`src/rtl/stage_mem_pkg.sv`:
```
`default_nettype none
// +-----------------------------------------------------------------------+
// | stage_mem_pkg : shared widths, word typedefs and loader FSM encoding   |
// | Rev 1.0                                                               |
// +-----------------------------------------------------------------------+
package stage_mem_pkg;

  localparam int STAGE_DATA = 64;
  localparam int STAGE_ADDR = 11;

  typedef logic [STAGE_DATA-1:0] stage_word_t;
  typedef logic [STAGE_ADDR-1:0] stage_addr_t;
  typedef logic [STAGE_ADDR:0]   stage_len_t;

  typedef enum logic [1:0] {
    ST_IDLE   = 2'd0,
    ST_LOAD   = 2'd1,
    ST_VERIFY = 2'd2,
    ST_FIN    = 2'd3
  } stage_state_e;

endpackage
`default_nettype wire

```
`src/rtl/stage_mem_shadow.sv`:
```
`default_nettype none
// +-----------------------------------------------------------------------+
// | stage_mem_shadow : copy of written words for read-back compare        |
// | Built only with STAGE_MEM_LOADER_READBACK_EN.  Rev 1.0                 |
// +-----------------------------------------------------------------------+
`ifdef STAGE_MEM_LOADER_READBACK_EN
module stage_mem_shadow
  import stage_mem_pkg::*;
#(
  parameter int DATA = STAGE_DATA,
  parameter int ADDR = STAGE_ADDR
) (
  input  logic            clk,
  input  logic            wr_en,
  input  logic [ADDR-1:0] wr_addr,
  input  logic [DATA-1:0] wr_data,
  input  logic            rd_en,
  input  logic [ADDR-1:0] rd_addr,
  output logic [DATA-1:0] rd_data
);

  // Indexed by RAM address: every address of a command is written once.
  logic [DATA-1:0] mem_q [2**ADDR];
  logic [DATA-1:0] rd_data_q;

  always_ff @(posedge clk) begin
    if (wr_en) mem_q[wr_addr] <= wr_data;
    if (rd_en) rd_data_q <= mem_q[rd_addr];
  end

  assign rd_data = rd_data_q;

endmodule
`endif
`default_nettype wire

```
`src/rtl/stage_mem_loader.sv`:
```
`default_nettype none
// +-----------------------------------------------------------------------+
// | stage_mem_loader : streams (base,len) commands into a stage table RAM  |
// | Optional read-back: STAGE_MEM_LOADER_READBACK_EN.  Rev 1.0             |
// +-----------------------------------------------------------------------+
module stage_mem_loader
  import stage_mem_pkg::*;
#(
  parameter int DATA = STAGE_DATA,
  parameter int ADDR = STAGE_ADDR
) (
  input  logic            clk,
  input  logic            rst,
  input  logic            cmd_valid,
  output logic            cmd_ready,
  input  logic [ADDR-1:0] cmd_base,
  input  logic [ADDR:0]   cmd_len,
  input  logic            s_valid,
  output logic            s_ready,
  input  logic [DATA-1:0] s_data,
  output logic            mem_wr,
  output logic [ADDR-1:0] mem_addr,
  output logic [DATA-1:0] mem_din,
  input  logic [DATA-1:0] mem_dout,
  output logic            busy,
  output logic            done,
  output logic            mismatch
);

  localparam logic [ADDR-1:0] ADDR_STEP = ADDR'(1);
  localparam logic [ADDR:0]   LEN_STEP  = (ADDR+1)'(1);

  stage_state_e    state_q, state_d;
  logic [ADDR-1:0] addr_q, addr_d;
  logic [ADDR:0]   rem_q, rem_d;
  logic            cmd_ready_q, cmd_ready_d;
  logic            s_ready_q, s_ready_d;
  logic            mem_wr_q, mem_wr_d;
  logic [ADDR-1:0] mem_addr_q, mem_addr_d;
  logic [DATA-1:0] mem_din_q, mem_din_d;
  logic            busy_q, busy_d;
  logic            done_q, done_d;
  logic            cmd_hs, s_hs;

  assign cmd_hs = cmd_valid && cmd_ready_q;
  assign s_hs   = s_valid && s_ready_q;

`ifdef STAGE_MEM_LOADER_READBACK_EN
  logic [ADDR-1:0] base_q, base_d;
  logic [ADDR:0]   len_q, len_d;
  logic            rd1_q, rd1_d, rd2_q, rd2_d;
  logic            mismatch_q, mismatch_d;
  logic [DATA-1:0] sh_rdata;

  stage_mem_shadow #(.DATA(DATA), .ADDR(ADDR)) u_shadow (
    .clk     (clk),
    .wr_en   (s_hs),
    .wr_addr (addr_q),
    .wr_data (s_data),
    .rd_en   (rd1_q),
    .rd_addr (mem_addr_q),
    .rd_data (sh_rdata)
  );
`else
  logic unused_dout;
  assign unused_dout = ^mem_dout;
`endif

  always_comb begin
    state_d     = state_q;
    addr_d      = addr_q;
    rem_d       = rem_q;
    cmd_ready_d = 1'b0;
    s_ready_d   = 1'b0;
    mem_wr_d    = 1'b0;
    mem_addr_d  = mem_addr_q;
    mem_din_d   = mem_din_q;
    busy_d      = 1'b1;
    done_d      = 1'b0;
`ifdef STAGE_MEM_LOADER_READBACK_EN
    base_d      = base_q;
    len_d       = len_q;
    rd1_d       = 1'b0;
    rd2_d       = 1'b0;
    mismatch_d  = mismatch_q;
`endif
    case (state_q)
      ST_IDLE: begin
        // cmd_ready is still low in the done cycle, so no command lands there.
        cmd_ready_d = !cmd_hs;
        busy_d      = cmd_hs;
        if (cmd_hs) begin
          addr_d = cmd_base;
          rem_d  = cmd_len;
`ifdef STAGE_MEM_LOADER_READBACK_EN
          base_d     = cmd_base;
          len_d      = cmd_len;
          mismatch_d = 1'b0;
`endif
          if (cmd_len == '0) begin
            state_d = ST_FIN;
          end else begin
            state_d   = ST_LOAD;
            s_ready_d = 1'b1;
          end
        end
      end
      ST_LOAD: begin
        s_ready_d = 1'b1;
        if (s_hs) begin
          mem_wr_d   = 1'b1;
          mem_addr_d = addr_q;
          mem_din_d  = s_data;
          addr_d     = addr_q + ADDR_STEP;
          rem_d      = rem_q - LEN_STEP;
          if (rem_q == LEN_STEP) begin
            s_ready_d = 1'b0;
`ifdef STAGE_MEM_LOADER_READBACK_EN
            state_d = ST_VERIFY;
            addr_d  = base_q;
            rem_d   = len_q;
`else
            state_d = ST_FIN;
`endif
          end
        end
      end
`ifdef STAGE_MEM_LOADER_READBACK_EN
      ST_VERIFY: begin
        // rd1: read address on the port; rd2: RAM and shadow data both valid.
        rd2_d = rd1_q;
        if (rem_q != '0) begin
          mem_addr_d = addr_q;
          addr_d     = addr_q + ADDR_STEP;
          rem_d      = rem_q - LEN_STEP;
          rd1_d      = 1'b1;
        end
        if (rd2_q && (mem_dout != sh_rdata)) mismatch_d = 1'b1;
        if ((rem_q == '0) && !rd1_q && rd2_q) state_d = ST_FIN;
      end
`endif
      ST_FIN: begin
        done_d  = 1'b1;
        state_d = ST_IDLE;
      end
      default: state_d = ST_IDLE;
    endcase
  end

  always_ff @(posedge clk or posedge rst) begin
    if (rst) begin
      state_q     <= ST_IDLE;
      addr_q      <= '0;
      rem_q       <= '0;
      cmd_ready_q <= 1'b1;
      s_ready_q   <= 1'b0;
      mem_wr_q    <= 1'b0;
      mem_addr_q  <= '0;
      mem_din_q   <= '0;
      busy_q      <= 1'b0;
      done_q      <= 1'b0;
    end else begin
      state_q     <= state_d;
      addr_q      <= addr_d;
      rem_q       <= rem_d;
      cmd_ready_q <= cmd_ready_d;
      s_ready_q   <= s_ready_d;
      mem_wr_q    <= mem_wr_d;
      mem_addr_q  <= mem_addr_d;
      mem_din_q   <= mem_din_d;
      busy_q      <= busy_d;
      done_q      <= done_d;
    end
  end

`ifdef STAGE_MEM_LOADER_READBACK_EN
  always_ff @(posedge clk or posedge rst) begin
    if (rst) begin
      base_q     <= '0;
      len_q      <= '0;
      rd1_q      <= 1'b0;
      rd2_q      <= 1'b0;
      mismatch_q <= 1'b0;
    end else begin
      base_q     <= base_d;
      len_q      <= len_d;
      rd1_q      <= rd1_d;
      rd2_q      <= rd2_d;
      mismatch_q <= mismatch_d;
    end
  end

  assign mismatch = mismatch_q;
`else
  assign mismatch = 1'b0;
`endif

  assign cmd_ready = cmd_ready_q;
  assign s_ready   = s_ready_q;
  assign mem_wr    = mem_wr_q;
  assign mem_addr  = mem_addr_q;
  assign mem_din   = mem_din_q;
  assign busy      = busy_q;
  assign done      = done_q;

endmodule
`default_nettype wire
```
`config.mk`:
```
export PLATFORM = sky130hd
export DESIGN_NAME = stage_mem_loader
export DESIGN_NICKNAME = d
export VERILOG_FILES = /design/src/rtl/stage_mem_pkg.sv /design/src/rtl/stage_mem_shadow.sv /design/src/rtl/stage_mem_loader.sv
export SDC_FILE = /design/constraint.sdc
export NUM_CORES = 1
export LEC_CHECK = 0
export ABC_AREA = 1
export CAP_MARGIN = 20
export CELL_PAD_IN_SITES_DETAIL_PLACEMENT = 1
export CELL_PAD_IN_SITES_GLOBAL_PLACEMENT = 2
export CORE_MARGIN = 2
export CORE_UTILIZATION = 22
export CTS_BUF_LIST = sky130_fd_sc_hd__clkbuf_8
export DETAILED_ROUTE_END_ITERATION = 8
export GPL_ROUTABILITY_DRIVEN = 0
export PLACE_DENSITY = 0.88
export SYNTH_ARGS = -nofsm -noshare
export SYNTH_HDL_FRONTEND = slang
export SYNTH_SLANG_ARGS = --single-unit
```
`constraint.sdc`:
```
create_clock -name clk -period 5.17 [get_ports clk]
set_input_delay 1.551 -clock clk [delete_from_list [all_inputs] [get_ports clk]]
set_output_delay 1.551 -clock clk [all_outputs]
set_load 0.005 [all_outputs]
```
==> results.toml <==
[outcome]
status = "finished, final reports clean"

[cells_and_area]
drive_gt1_share_pct = 3.59
final_cell_mix = "nand2_1 (282), clkdlybuf4s50_1 (170), dfrtp_1 (104)"
final_common_cell = "nand2_1"
area_growth_pct = 45.9
post-route-util_pct = 32.5
fin_cells = 1027
diodes = 0
fin_nets = 905

[worst_hold_path]
holdCritPathClass = "register to register"
hold_start = "mem_din[22]$_DFFE_PP0P_"

[power]
power_density_mw_per_mm2 = 516
p_total_mw = 3.50
irDropWorstVdd_uv = 159
leakagePower_nw = 3.23

[clock_tree]
ctsResizeCount = 0
cts_tree = "yes"
cts_hold_buf = 0
cts_buffers = 9
htreeDepth = 3
cts.sinks = 105
cts_setup_buffers = 0
clk_path_buf_depth = 2
clk_latency_ps = 370
cts.clk_slew.worst_paths_ps = 100
cts-root-buf = "clkbuf_8"

[die]
ioPinCount = 236
die_area_sq_mm = 0.0223
core_area_sq_mm = 0.0209
die_x_um = 149
die_h_um = 149
start_util_pct = 22.2
num_rows = 53

[placement]
port_buffers = 170
dp.cells = 1011
hpwl_um = 10100

[timing]
final_hold_viol_count = 0
rsz0062_at_grt = "false"
maxSlewViolCount = 0
finalSetupViolations = 0
fin_setup_tns_ps = 0
worst_pin_slew_ps = 910
min_period_ps = 3220
finalCritPeriodShare_pct = 62.3
fmaxAchievable_mhz = 311
holdWs_ps = 476
clock_skew_ps = 9.48
relSlewSlack_pct = 39.3

[worst_setup_path]
slowest_delay_ps = 600
cp_data_arrival_time_ps = 3510
worst_setup_path_end_kind = "register"
worstSetupEndpoint = "rem_q[8]$_DFFE_PP0P_"
critPathRequiredTime_ps = 5460
crit_start = "s_valid"
start_kind = "input pin"
critPathKind = "input pin to register"
r2r_slack_ps = 2970
crit_chain = "clkdlybuf4s50_1 > nand2_1 > nor2_4 > buf_4 > nor2_4 > nor2_1 > nand2_1 > o21ai_0"
r2r_cells = 8
crit_slowest_cell = "buf_4"
timing.rr.end = "rem_q[8]$_DFFE_PP0P_"
reg2reg_from = "state_q[1]$_DFFE_PP0P_"
cp_max_fo = 70

[route]
drt_iter0_drc = 124
vias_per_cell = 4.16
vias = 4268
totalWireLength_um = 14400
wire_per_inst_um = 14.0
final_antenna_net_count = 0
dr.pass1.iters = 4
drc_errors = 0

[yosys]
syn-num-nets = 745
yosys_warnings = 0
synth-seq-cells = 105
synth_cell_types = 26
synthCells = 587
syn_avg_cell_area_sq_um = 7.92
netlist_area_sq_mm = 0.00465
seq_area_frac_synth_pct = 56.6

[global_route]
grt_usage_pct = 12.9
grt_first_pass_wirelength_um = 22500
grt_pass1_vias = 4214
grt_max_degree = 106
antenna_found_initial = 0
overflow = 0

[job]
cap_viol_max_count = 0
## through the flow
step | area [sq um] | worst slack [ps]
6_report | 6780 | 1950
5_1_grt | 6780 | 1720
4_1_cts | 6780 | 1850
3_5_place_dp | 6610 | 1450
3_3_place_gp | 6610 | 1440
2_1_floorplan | 4650 | 860
## cells in the mapped netlist (all sizes together)
cell type  count  share of area, %
o211ai         1              0.16
o21ai         36               3.9
buf           23               2.6
nor3           4              0.43
a21oi         15               1.6
clkbuf         2              0.16
or2            1              0.13
xnor2          1              0.19
nand2        284                23
dfrtp        104                56
nand3         24               2.6
inv           34               2.7
ha             3              0.81
nor2          47               4.2
dfstp          1              0.57
a31oi          1              0.13
o22ai          5              0.67
conb           1             0.081
## how the worst min path moves through the flow
| stage | end | depth (start not counted) | slack [ps] |
|---|---|---|---|
| 2_1_floorplan | addr_q[10]$_DFFE_PP0P_ | 2 | 450 |
| 3_3_place_gp | mem_din[36]$_DFFE_PP0P_ | 2 | 450 |
| 3_5_place_dp | mem_din[22]$_DFFE_PP0P_ | 2 | 460 |
| 4_1_cts | mem_din[22]$_DFFE_PP0P_ | 2 | 480 |
| 5_1_grt | mem_din[48]$_DFFE_PP0P_ | 2 | 500 |
| 6_report | mem_din[22]$_DFFE_PP0P_ | 2 | 480 |
## final cells by class
class | instances | area (sq um)
Tap cell | 275 | 344
Multi-Input combinational cell | 423 | 1760
Fill cell | 2532 | 14100
Timing Repair Buffer | 174 | 1740
Sequential cell | 105 | 2630
Inverter | 34 | 130
Clock inverter | 7 | 48.8
Clock buffer | 9 | 124
## per-layer routing
layer / track usage [%] / vias up / wire [um]
met2: 20.8 / 115 / 6530
li1: - / 2130 / -
met1: 17.6 / 2013 / 6990
met4: 4.14 / 0 / 165
met3: 2.29 / 10 / 729
met5: 0 / - / 0
## sequential cells by signal, indices dropped and copies added (netlist names)
register	cells
mem_din	64
rem_q	12
addr_q	11
mem_addr	11
state_q	2
busy	1
cmd_ready	1
done	1
mem_wr	1
s_ready	1
## worst max-delay path, delay by kind of cell
family	cells	cell delay (ps)
AO/OA/AOI/OAI	1	70
buffers and inverters	2	1060
AND/OR/NAND/NOR	5	820
## power breakdown
group	total, mW	internal, mW	switching (mW)
clock network	0.477	0.175	0.302
registers	1.40	1.18	0.225
logic	1.62	0.799	0.820
## kinds of logic (layout without fill, tap and decap cells)
family | Yosys count | after routing | synth area share [%]
xor gates and xnor gates | 1 | 1 | 0.189
adders and majority gates | 3 | 3 | 0.808
other | 1 | 1 | 0.0807
and+or+nand+nor | 360 | 360 | 30.4
buffers and inverters | 59 | 224 | 5.52
DFF | 105 | 105 | 56.6
AOI/OAI and AO/OA | 58 | 58 | 6.46
(Power assumes the default switching activity.)
